--- config.mk ---
export PLATFORM = sky130hd
export DESIGN_NAME = axis_wrr_mux2
export DESIGN_NICKNAME = d
export VERILOG_FILES = /design/src/rtl/axis_wrr_mux2_pkg.sv /design/src/rtl/axis_reg_slice.sv /design/src/rtl/axis_wrr_mux2.sv
export SDC_FILE = /design/constraint.sdc
export NUM_CORES = 1
export LEC_CHECK = 0
export ABC_AREA = 1
export CORE_ASPECT_RATIO = 0.9
export CORE_MARGIN = 2
export CORE_UTILIZATION = 47
export DETAILED_ROUTE_END_ITERATION = 10
export GPL_TIMING_DRIVEN = 1
export PLACE_DENSITY = 0.86
export SLEW_MARGIN = 20
export SYNTH_ARGS = -nofsm -noshare
export SYNTH_HDL_FRONTEND = slang
export SYNTH_SLANG_ARGS = --single-unit
--- constraint.sdc ---
create_clock -name clk -period 2.7 [get_ports clk]
set_input_delay 0.675 -clock clk [delete_from_list [all_inputs] [get_ports clk]]
set_output_delay 0.675 -clock clk [all_outputs]
set_load 0.005 [all_outputs]
--- src/rtl/axis_wrr_mux2_pkg.sv ---
// ============================================================================
// axis_wrr_mux2_pkg : shared state encodings and source ids for axis_wrr_mux2
// Rev 1.0
// ============================================================================
`default_nettype none

package axis_wrr_mux2_pkg;

  typedef enum logic [1:0] {
    IDLE    = 2'd0,
    SERVE_A = 2'd1,
    SERVE_B = 2'd2
  } state_t;

  localparam logic SRC_A = 1'b0;
  localparam logic SRC_B = 1'b1;

endpackage

`default_nettype wire

--- src/rtl/axis_reg_slice.sv ---
// ============================================================================
// axis_reg_slice : single-stage registered AXIS output slice
// Rev 1.0
// ============================================================================
`default_nettype none

module axis_reg_slice #(
  parameter int WIDTH = 18
) (
  input  logic             clk,
  input  logic             rst,
  input  logic             i_valid,
  input  logic [WIDTH-1:0] i_data,
  output logic             o_load,
  output logic             o_valid,
  output logic [WIDTH-1:0] o_data,
  input  logic             i_ready
);

  assign o_load = !o_valid || i_ready;

  // Payload only updates on a real beat so it stays frozen while stalled.
  always_ff @(posedge clk) begin
    if (rst) begin
      o_valid <= 1'b0;
      o_data  <= '0;
    end else if (o_load) begin
      o_valid <= i_valid;
      if (i_valid) begin
        o_data <= i_data;
      end
    end
  end

endmodule

`default_nettype wire

--- src/rtl/axis_wrr_mux2.sv ---
// ============================================================================
// axis_wrr_mux2 : packet-aware 2:1 weighted round-robin AXIS merge
// Optional AXIS_WRR_MUX2_CNT_EN adds per-source packet counters.  Rev 1.0
// ============================================================================
`default_nettype none

module axis_wrr_mux2 #(
  parameter int DWIDTH = 16,
  parameter int WWIDTH = 4
) (
  input  logic              clk,
  input  logic              rst,
  input  logic              s_a_tvalid,
  output logic              s_a_tready,
  input  logic [DWIDTH-1:0] s_a_tdata,
  input  logic              s_a_tlast,
  input  logic              s_b_tvalid,
  output logic              s_b_tready,
  input  logic [DWIDTH-1:0] s_b_tdata,
  input  logic              s_b_tlast,
  input  logic [WWIDTH-1:0] weight_a,
  input  logic [WWIDTH-1:0] weight_b,
  output logic              m_tvalid,
  input  logic              m_tready,
  output logic [DWIDTH-1:0] m_tdata,
  output logic              m_tlast,
  output logic              m_tid,
`ifdef AXIS_WRR_MUX2_CNT_EN
  output logic              busy,
  output logic [31:0]       pkt_cnt_a,
  output logic [31:0]       pkt_cnt_b
`else
  output logic              busy
`endif
);

  import axis_wrr_mux2_pkg::*;

  localparam int SLICE_W = DWIDTH + 2;

  state_t            r_state;
  logic [WWIDTH-1:0] r_credit;
  logic              r_last_src;
  logic              r_pkt_open;

  logic              w_load;
  logic              w_serve_b;
  logic              w_acc;
  logic              w_last;
  logic              w_own_valid;
  logic              w_oth_valid;
  logic [WWIDTH-1:0] w_wa;
  logic [WWIDTH-1:0] w_wb;
  logic [WWIDTH-1:0] w_own_w;
  logic [WWIDTH-1:0] w_oth_w;
  logic [WWIDTH-1:0] w_credit_dec;
  logic [SLICE_W-1:0] w_slice_in;
  logic [SLICE_W-1:0] w_slice_out;

  assign w_wa         = (weight_a == '0) ? WWIDTH'(1) : weight_a;
  assign w_wb         = (weight_b == '0) ? WWIDTH'(1) : weight_b;
  assign w_serve_b    = (r_state == SERVE_B);
  assign s_a_tready   = (r_state == SERVE_A) && w_load;
  assign s_b_tready   = w_serve_b && w_load;
  assign w_acc        = (s_a_tvalid && s_a_tready) || (s_b_tvalid && s_b_tready);
  assign w_last       = w_serve_b ? s_b_tlast  : s_a_tlast;
  assign w_own_valid  = w_serve_b ? s_b_tvalid : s_a_tvalid;
  assign w_oth_valid  = w_serve_b ? s_a_tvalid : s_b_tvalid;
  assign w_own_w      = w_serve_b ? w_wb : w_wa;
  assign w_oth_w      = w_serve_b ? w_wa : w_wb;
  assign w_credit_dec = r_credit - WWIDTH'(1);
  assign w_slice_in   = {w_serve_b, w_last, (w_serve_b ? s_b_tdata : s_a_tdata)};
  assign busy         = (r_state != IDLE);

  axis_reg_slice #(
    .WIDTH (SLICE_W)
  ) u_out_slice (
    .clk     (clk),
    .rst     (rst),
    .i_valid (w_acc),
    .i_data  (w_slice_in),
    .o_load  (w_load),
    .o_valid (m_tvalid),
    .o_data  (w_slice_out),
    .i_ready (m_tready)
  );

  assign {m_tid, m_tlast, m_tdata} = w_slice_out;

  always_ff @(posedge clk) begin
    if (rst) begin
      r_state    <= IDLE;
      r_credit   <= '0;
      r_last_src <= SRC_B;
      r_pkt_open <= 1'b0;
    end else begin
      case (r_state)
        IDLE: begin
          if (s_a_tvalid && (!s_b_tvalid || (r_last_src == SRC_B))) begin
            r_state    <= SERVE_A;
            r_credit   <= w_wa;
            r_last_src <= SRC_A;
          end else if (s_b_tvalid) begin
            r_state    <= SERVE_B;
            r_credit   <= w_wb;
            r_last_src <= SRC_B;
          end
        end
        SERVE_A, SERVE_B: begin
          if (w_acc && w_last) begin
            // End of packet: re-arbitrate in the same cycle so no bubble is inserted.
            r_pkt_open <= 1'b0;
            if ((w_credit_dec != '0) && w_own_valid) begin
              r_credit <= w_credit_dec;
            end else if (w_oth_valid) begin
              r_state    <= w_serve_b ? SERVE_A : SERVE_B;
              r_credit   <= w_oth_w;
              r_last_src <= w_serve_b ? SRC_A : SRC_B;
            end else if (w_own_valid) begin
              r_credit <= w_own_w;
            end else begin
              r_state <= IDLE;
            end
          end else if (w_acc) begin
            r_pkt_open <= 1'b1;
          end else if (!r_pkt_open && !w_own_valid) begin
            // Between packets with nothing offered by the owner: release the grant.
            if (w_oth_valid) begin
              r_state    <= w_serve_b ? SERVE_A : SERVE_B;
              r_credit   <= w_oth_w;
              r_last_src <= w_serve_b ? SRC_A : SRC_B;
            end else begin
              r_state <= IDLE;
            end
          end
        end
        default: r_state <= IDLE;
      endcase
    end
  end

`ifdef AXIS_WRR_MUX2_CNT_EN
  always_ff @(posedge clk) begin
    if (rst) begin
      pkt_cnt_a <= '0;
      pkt_cnt_b <= '0;
    end else if (m_tvalid && m_tready && m_tlast) begin
      if (m_tid == SRC_B) begin
        pkt_cnt_b <= pkt_cnt_b + 32'd1;
      end else begin
        pkt_cnt_a <= pkt_cnt_a + 32'd1;
      end
    end
  end
`endif

endmodule

`default_nettype wire

==> results of run 1 <==
## final timing paths
path / start / depth (start not counted) / to / slack (ns)
max: m_tready / 6 / s_a_tready / 0.09
min: r_pkt_open / 2 / r_pkt_open / 0.48
max reg2reg: r_state[0] / 11 / r_credit[1] / 0.67
min reg2reg: r_pkt_open / 2 / r_pkt_open / 0.48
## area by class of cell
type | count | area (sq um) | share of cell area, %
inverter | 33 | 123.9 | 4.992
tap | 44 | 55.05 | 2.219
timing repair buffer | 72 | 713.2 | 28.74
sequential | 27 | 540.5 | 21.79
clock inverter | 1 | 5.005 | 0.2017
multi-input combinational | 204 | 1002 | 40.39
clock buffer | 3 | 41.29 | 1.664
## worst max-delay path, delay by kind of cell
family / cells / cell delay [ns]
buffers and inverters: 4 / 1.09
AND/OR/NAND/NOR: 2 / 0.18
## stage by stage
stage | setup WS, ns | area (sq um) | hold slack, ns | utilization, %
after floorplan | 0.7611 | 1723 | 0.4380 | -
after global placement | 0.1043 | 2432 | 0.4633 | 70.43
after detailed placement | 0.09476 | 2432 | 0.4640 | 70.43
after CTS | 0.05811 | 2479 | 0.4779 | 71.78
after global routing | 0.004134 | 2481 | 0.4952 | 71.85
final | 0.09038 | 2481 | 0.4757 | 71.85
## where the power goes
group	internal [uW]	leakage, uW	total (uW)	switching, uW
clock network	104	0.0000255	232	128
registers	536	0.000222	604	68.4
logic	582	0.000886	1330	747
total	1220	0.00113	2170	944
## registers in the layout, indices dropped and copies added (netlist names)
signal / count
r_pkt_open: 1
r_credit: 4
r_state: 2
u_out_slice.o_valid: 1
u_out_slice.o_data: 18
r_last_src: 1
## synthesized netlist by cell type, types with 3 or more instances
cell type	number
a21oi_1	7
a31oi_1	16
buf_2	3
clkbuf_1	4
dfxtp_1	27
ha_1	6
inv_1	30
nand2_1	89
nand2_2	4
nand3_1	18
nand4_1	4
nor2_1	20
o21ai_0	24
o21ai_1	4
## routing by layer
layer	up-vias	routed length (um)	GRT usage (%)
met5	-	0	0
met4	0	34	6.857
met3	5	480	8.958
met2	77	2008	41.18
met1	812	1934	27.85
li1	1027	-	-
## logic make-up after synthesis
family / count (synthesis)
AOI/OAI and AO/OA: 57
and+or+nand+nor: 141
adders and majority gates: 6
buffers and inverters: 43
DFF: 27
## repair_timing
| item | 4_1_cts | 5_1_grt |
|---|---|---|
| resized for setup | 0 | 1 |
| endpoints found under the hold margin | 0 | 0 |
| endpoints found under the setup margin | 0 | 1 |
==> flow_metrics.tcl, run 1 <==
set metrics [dict create \
    htreeDepth 1 \
    overflow 0 \
    final.fill_count 296 \
    cts-hold-fix-buffers 0 \
    count_of_synthesis_stage_warnings_from_yosys 0 \
    number_of_failing_setup_endpoints_in_the_final_timing_report 0 \
    antenna_cells_inserted 0 \
    post_synth_and_or_nand_nor_area_fraction_pct 35.00 \
    critPathRequiredTime_ns 2.03 \
    grt_pass1_wl_um 7610 \
    holdCritPathClass "reg -> reg" \
    cp.arrival_ns 1.93 \
    insertion_delay_ns 0.27 \
    gp_routability_congestion 0.8958 \
    finalWirelength_um 4457 \
    cp-start-kind "input pin" \
    p_per_area_nw_per_um2 872.8 \
    io_buffer_count 68 \
    netlist_instances 274 \
    area_growth_pct 44.01 \
    yosys.area.top_type_share_pct 31.37 \
    worst-path-max-fanout 2 \
    synth_top_family_by_area "simple AND/OR/NAND/NOR gates" \
    clk_transition_reported_paths_ns 0.10 \
    final_cycle_share_pct 96.65 \
    synth_seq_cells 27 \
    drv_slew 0 \
    fin_skew_ns 0.007070 \
    syn-num-nets 327 \
    die_w_um 67.82 \
    synthesized_area_fraction_occupied_by_ao_oa_aoi_and_oai_cells_pct 18.81 \
    tritoncts_clock_tree "done" \
    vdd_drop_max_uv 456.2 \
    detail-route-antenna-nets 0 \
    design.final.nets 394 \
    detailedRoute.firstPassIterationCount 4 \
    core.rowCount 20 \
    grtUsageTotal_pct 23.83 \
    clockBufferDepth 2 \
    detail_route.wl_per_cell_um 11.61 \
    synth_area_leaders "dfxtp_1, nand2_1, o21ai_0" \
    tritoncts_num_sinks 27 \
    detail_route.iter0.violations 110 \
    postSynth.topFlopCell "dfxtp_1" \
    synth_area_sq_um 1723 \
    synth.mux.area_fraction_pct 0 \
    setup.worst_path.end_class "output pin" \
    most_frequent_standard_cell_in_the_layout_excluding_fill_and_tap_cells "nand2_1" \
    critical_path.slowest_cell "clkdlybuf4s50_1" \
    place.detailed.hpwl_um 3406 \
    postSynth.asyncResetShare_pct 0 \
    core_area_sq_um 3453 \
    synth.lib_cells_used.distinct 26 \
    run_status "finished, final reports clean" \
    max_cap_violations 0 \
    crit_path_max_incr_delay_ns 0.52 \
    number_of_primary_i_o_pins 69 \
    post-cts-setup-buffers 0 \
    final_cell_count_no_fill 384 \
    highest_clock_rate_ghz 0.3832 \
    cts_made_buffers 3 \
    pin_count_of_the_biggest_net_entering_global_routing 35 \
    yosys.area_share.adder_pct 4.357 \
    dieArea_sq_um 4167 \
    synth_edf_count 0 \
    tns_setup_ns 0 \
    path_cells "clkdlybuf4s50_1 -> inv_1 -> nand2_1 -> inv_1 -> nor2_1 -> clkdlybuf4s50_1" \
    avgViaCountPerCell 5.003 \
    worst-setup-path-type "in -> out" \
    cts_root_buffer "clkbuf_8" \
    postSynthAreaPerCell_sq_um 6.288 \
    max_slew_margin_pct 63.19 \
    unrepaired_setup_endpoints_after_global_routing "false" \
    synth_area_leader_cell "dfxtp_1" \
    drt_drc_violations_left 0 \
    mostFrequentLayoutCells "nand2_1, clkdlybuf4s50_1, inv_1, dfxtp_1, o21ai_0" \
    detailroute.via_count 1921 \
    synth-xor-area-share_pct 0 \
    share_of_the_yosys_chip_area_belonging_to_registers_pct 31.37 \
    hold_viol_final 0 \
    p_leak_uw 0.001133 \
    first_global_vias 1784 \
    design_power_total_uw 2165 \
    antenna_found_initial 0 \
    finalCriticalPeriod_ns 2.610 \
    drive_gt1_share_pct 5.588 \
    chip_height_um 61.44 \
    numPlacedInstances 380 \
    start_util_pct 49.89 \
    worst-slew-pin-transition_ns 0.5515 \
]
Power figures use the tool's default switching activity.
==> run 2: changes to the inputs <==
--- a/config.mk
+++ b/config.mk
@@ -5,7 +5,6 @@
 export SDC_FILE = /design/constraint.sdc
 export NUM_CORES = 1
 export LEC_CHECK = 0
-export ABC_AREA = 1
 export CORE_ASPECT_RATIO = 0.9
 export CORE_MARGIN = 2
 export CORE_UTILIZATION = 47
==> flow_metrics.tcl, run 2 <==
set metrics [dict create \
    synth.lib_cells_used.distinct 43 \
    crit_path_most_repeated_cell "clkdlybuf4s50_1" \
    max_cap_violations 0 \
    fin_skew_ns 0.002067 \
    cts_made_buffers 3 \
    run_status "finished, final reports clean" \
    p_leak_uw 0.0009124 \
    syn-num-nets 251 \
    finalCriticalPeriod_ns 2.573 \
    cts_root_buffer "clkbuf_8" \
    max_slew_margin_pct 67.64 \
    place.detailed.hpwl_um 3377 \
    path_cells "clkdlybuf4s50_1 -> nand2b_1 -> and2_1 -> clkdlybuf4s50_1" \
    drive_gt1_share_pct 9.398 \
    detailedRoute.firstPassIterationCount 4 \
    clk_transition_reported_paths_ns 0.09 \
    detail_route.iter0.violations 68 \
    drt_drc_violations_left 0 \
    number_of_failing_setup_endpoints_in_the_final_timing_report 0 \
    core_area_sq_um 3453 \
    area_growth_pct 44.79 \
    postSynthAreaPerCell_sq_um 8.733 \
    unrepaired_setup_endpoints_after_global_routing "false" \
    tritoncts_num_sinks 27 \
    netlist_instances 198 \
    synthesized_area_fraction_occupied_by_ao_oa_aoi_and_oai_cells_pct 23.66 \
    critical_path.top_delay_family "buffers and inverters" \
    synth_area_sq_um 1729 \
    clockBufferDepth 2 \
    cts_resized 0 \
    gp_routability_congestion 0.8480 \
    yosys.area_share.adder_pct 4.342 \
    synth_top_family_by_area "compound AO/OA/AOI/OAI gates" \
    finalWirelength_um 4247 \
    io_buffer_count 68 \
    number_of_primary_i_o_pins 69 \
    most_frequent_standard_cell_in_the_layout_excluding_fill_and_tap_cells "clkdlybuf4s50_1" \
    grtUsageTotal_pct 21.23 \
    hold_viol_final 0 \
    largest_reg_flops 18 \
    worst_hold_slack_ns 0.4601 \
    post-cts-setup-buffers 0 \
    p_per_area_nw_per_um2 950.5 \
    synth_area_leader_cell "dfxtp_1" \
    vdd_drop_max_uv 441.9 \
    largest_registers_in_the_final_layout "u_out_slice.o_data x18, r_credit x4, r_state x2" \
    postSynth.asyncResetShare_pct 0 \
    tns_setup_ns 0 \
    critical_path.slowest_cell "clkdlybuf4s50_1" \
    grt_pass1_wl_um 6775 \
    insertion_delay_ns 0.26 \
    chip_height_um 61.54 \
    synth_edf_count 0 \
    mostFrequentLayoutCells "clkdlybuf4s50_1, nor2_1, dfxtp_1, mux2i_1, a211oi_1" \
    overflow 0 \
    design.final.nets 320 \
    post_synth_and_or_nand_nor_area_fraction_pct 17.51 \
    synth.mux.area_fraction_pct 16.57 \
    holdCritPathClass "reg -> reg" \
    synth_area_leaders "dfxtp_1, mux2i_1, a211oi_1" \
    detailroute.via_count 1657 \
    postSynth.topFlopCell "dfxtp_1" \
    tritoncts_clock_tree "done" \
    die_w_um 67.94 \
    htreeDepth 1 \
    avgViaCountPerCell 5.345 \
    antenna_cells_inserted 0 \
    critPathRequiredTime_ns 2.03 \
    worst-slew-pin-transition_ns 0.4854 \
    pin_count_of_the_biggest_net_entering_global_routing 34 \
    first_global_vias 1590 \
    synth-xor-area-share_pct 1.013 \
    drv_slew 0 \
    final_cycle_share_pct 95.30 \
    detail-route-antenna-nets 0 \
    synth_seq_cells 27 \
    cp.buffers_inverters 2 \
    worst-path-max-fanout 3 \
    cp-start-kind "input pin" \
    crit_path_max_incr_delay_ns 0.51 \
    dieArea_sq_um 4181 \
    cts-hold-fix-buffers 0 \
    finalCoreUtilization_pct 72.50 \
    cp.arrival_ns 1.90 \
    share_of_the_yosys_chip_area_belonging_to_registers_pct 31.26 \
    setup.worst_path.end_class "output pin" \
    antenna_found_initial 0 \
    core.rowCount 20 \
    largest_register "u_out_slice.o_data" \
    detail_route.wl_per_cell_um 13.70 \
    yosysMostFrequentCell "nor2_1" \
    yosys.area.top_type_share_pct 31.26 \
    synth.cells.most_frequent "nor2_1, dfxtp_1, mux2i_1, a211oi_1" \
    start_util_pct 50.07 \
    count_of_synthesis_stage_warnings_from_yosys 0 \
    worst-setup-path-type "in -> out" \
    highest_clock_rate_ghz 0.3887 \
]
[run 2: tightest hold or removal path, cell delays in order (launching register included)]
cell,delay [ns]
dfxtp_1,0.32
nand2_1,0.05
a21oi_1,0.05
[run 2: final timing paths]
kind,startpoint,end,slack [ns],depth (start not counted)
worst min-delay path,u_out_slice.o_data[17],u_out_slice.o_data[17],0.46,2
worst min register to register,u_out_slice.o_data[17],u_out_slice.o_data[17],0.46,2
worst max-delay path,m_tready,s_b_tready,0.13,4
worst max register to register,r_state[0],r_credit[2],0.30,9
[run 2: cells by family (layout without fill, tap and decap cells)]
group	Yosys count	count (layout)
flip-flops	27	27
AO/OA/AOI/OAI	56	56
AND/OR/NAND/NOR	59	59
adder cells (fa/ha/maj)	6	6
XOR/XNOR	2	2
buffers and inverters	20	88
multiplexers	28	28
[run 2: per-stage QoR]
step | total power, uW | cell area (sq um) | setup slack [ns] | instances
2_1_floorplan | 1642 | 1729 | 0.5732 | 198
3_3_place_gp | 2128 | 2457 | 0.08411 | 306
3_5_place_dp | 2157 | 2457 | 0.05958 | 306
4_1_cts | 2391 | 2504 | 0.1139 | 310
5_1_grt | 2567 | 2504 | 0.05455 | 310
6_report | 2380 | 2504 | 0.1270 | 310
[run 2: layout make-up]
class / instances / area [sq um]
tap: 44 / 55.05
multi-input combinational: 151 / 1091
clock inverter: 1 / 5.005
timing repair buffer: 76 / 740.7
sequential: 27 / 540.5
fill: 267 / 949.7
clock buffer: 3 / 41.29
inverter: 8 / 30.03
[run 2: routing by layer]
metal / wire length [um] / vias to the layer above / GRT usage, %
met3: 405 / 2 / 7.313
met1: 1941 / 728 / 27.66
met5: 0 / - / 0
met2: 1880 / 71 / 33.84
li1: - / 856 / -
met4: 20 / 0 / 5.429
[run 2: power by group]
part | internal, uW | switching [uW] | total [uW]
clock network | 103 | 118 | 221
registers | 534 | 87.5 | 622
logic | 797 | 740 | 1540
==> run 3: changes to the inputs <==
--- a/config.mk
+++ b/config.mk
@@ -11,6 +11,7 @@
 export DETAILED_ROUTE_END_ITERATION = 10
 export GPL_TIMING_DRIVEN = 1
 export PLACE_DENSITY = 0.86
+export SKIP_CTS_REPAIR_TIMING = 1
 export SLEW_MARGIN = 20
 export SYNTH_ARGS = -nofsm -noshare
 export SYNTH_HDL_FRONTEND = slang
==> constraint.sdc (replaced) <==
create_clock -name clk -period 3.1 [get_ports clk]
set_input_delay 0.775 -clock clk [delete_from_list [all_inputs] [get_ports clk]]
set_output_delay 0.775 -clock clk [all_outputs]
set_load 0.005 [all_outputs]
==> flow_metrics.tcl, run 3 (synthesized netlist as in run 2, its figures left out) <==
set metrics [dict create \
    drt_drc_violations_left 0 \
    grt_pass1_wl_um 6734 \
    hold_viol_final 0 \
    final_cycle_share_pct 92.13 \
    detail_route.iter0.violations 76 \
    worst-slew-pin-transition_ns 0.7174 \
    worst-path-max-fanout 5 \
    max_cap_violations 0 \
    cts_made_buffers 3 \
    critPathRequiredTime_ns 2.32 \
    p_per_area_nw_per_um2 812.7 \
    detailroute.via_count 1616 \
    unrepaired_setup_endpoints_after_global_routing "false" \
    largest_registers_in_the_final_layout "u_out_slice.o_data x18, r_credit x4, r_state x2" \
    tritoncts_clock_tree "done" \
    max_slew_margin_pct 52.17 \
    finalCoreUtilization_pct 71.59 \
    design_power_total_uw 2009 \
    detail-route-antenna-nets 0 \
    pin_count_of_the_biggest_net_entering_global_routing 34 \
    start_util_pct 50.07 \
    gp_routability_congestion 0.8546 \
    tns_setup_ns 0 \
    chip_height_um 61.54 \
    mostFrequentLayoutCells "clkdlybuf4s50_1, nor2_1, dfxtp_1, mux2i_1, a211oi_1" \
    final.fill_count 263 \
    die_w_um 67.94 \
    vdd_drop_max_uv 383.0 \
    seqCellArea_sq_um 540.5 \
    holdCritPathClass "reg -> reg" \
    core_area_sq_um 3453 \
    cp.arrival_ns 2.08 \
    finalCriticalPeriod_ns 2.856 \
    fin_skew_ns 0.002482 \
    avgViaCountPerCell 5.281 \
    run_status "finished, final reports clean" \
    dieArea_sq_um 4181 \
    insertion_delay_ns 0.26 \
    worst_hold_slack_ns 0.4642 \
    highest_clock_rate_ghz 0.3501 \
    largest_reg_flops 18 \
    number_of_failing_setup_endpoints_in_the_final_timing_report 0 \
    post-place-ws_ns 0.2551 \
    finalWirelength_um 4028 \
    detail_route.wl_per_cell_um 13.16 \
    io_buffer_count 68 \
    cp-start-kind "input pin" \
    tritoncts_num_sinks 27 \
    detailedRoute.firstPassIterationCount 4 \
    number_of_primary_i_o_pins 69 \
    design.final.nets 316 \
    core.rowCount 20 \
    overflow 0 \
    cts_root_buffer "clkbuf_8" \
    setup.worst_path.end_class "output pin" \
    antenna_cells_inserted 0 \
    area_growth_pct 42.98 \
    htreeDepth 1 \
    drv_slew 0 \
    p_leak_uw 0.0008900 \
    clk_transition_reported_paths_ns 0.09 \
    timing.final.ws_setup_ns 0.2440 \
    first_global_vias 1545 \
    worst-setup-path-type "in -> out" \
    largest_register "u_out_slice.o_data" \
    drive_gt1_share_pct 7.634 \
    antenna_found_initial 0 \
    most_frequent_standard_cell_in_the_layout_excluding_fill_and_tap_cells "clkdlybuf4s50_1" \
    place.detailed.hpwl_um 3179 \
    clockBufferDepth 2 \
    multi_input_comb_area_sq_um 1091 \
    grtUsageTotal_pct 20.87 \
]
==> run 3: cell types whose count changed in the layout (fill, tap and decap cells not counted), sizes merged <==
cell and delta:
buf -4, clkbuf +1, clkinv -1
==> run 3: routing by layer <==
metal / GRT usage (%) / routed length, um / part of all wire (%)
met1: 25.84 / 1865 / 46
met2: 35.78 / 1752 / 43
met3: 7.861 / 410 / 10
met4: 2.571 / 0 / 0
met5: 0 / 0 / 0
==> run 3: critical path, cell delays in order <==
cell and delay (ns):
clkdlybuf4s50_1 0.44, nand2b_1 0.21, and2_1 0.16, clkdlybuf4s50_1 0.49
==> run 3: layout make-up <==
type | instances | share of cell area (%)
inverter | 8 | 1.215
tap | 44 | 2.227
clock buffer | 4 | 1.822
sequential | 27 | 21.86
timing repair buffer | 72 | 28.74
multi-input combinational | 151 | 44.13
==> run 3: metrics by stage <==
stage / cells / cell area, sq um
2_1_floorplan: 198 / 1729
4_1_cts: 306 / 2472
3_3_place_gp: 302 / 2427
6_report: 306 / 2472
3_5_place_dp: 302 / 2427
5_1_grt: 306 / 2472
==> run 3: path summary, 6_finish.rpt <==
check | to | slack [ns] | cells past startpoint | startpoint
worst min-delay path | u_out_slice.o_data[17] | 0.46 | 2 | u_out_slice.o_data[17]
worst max-delay path | s_b_tready | 0.24 | 4 | m_tready
worst max register to register | r_credit[2] | 0.53 | 8 | r_state[0]
worst min register to register | u_out_slice.o_data[17] | 0.46 | 2 | u_out_slice.o_data[17]
==> run 3: power breakdown <==
part | leakage (uW) | internal [uW] | switching (uW)
combinational | 0.000646 | 660 | 620
clock | 0.0000228 | 91.7 | 99.2
sequential | 0.000221 | 465 | 72.8
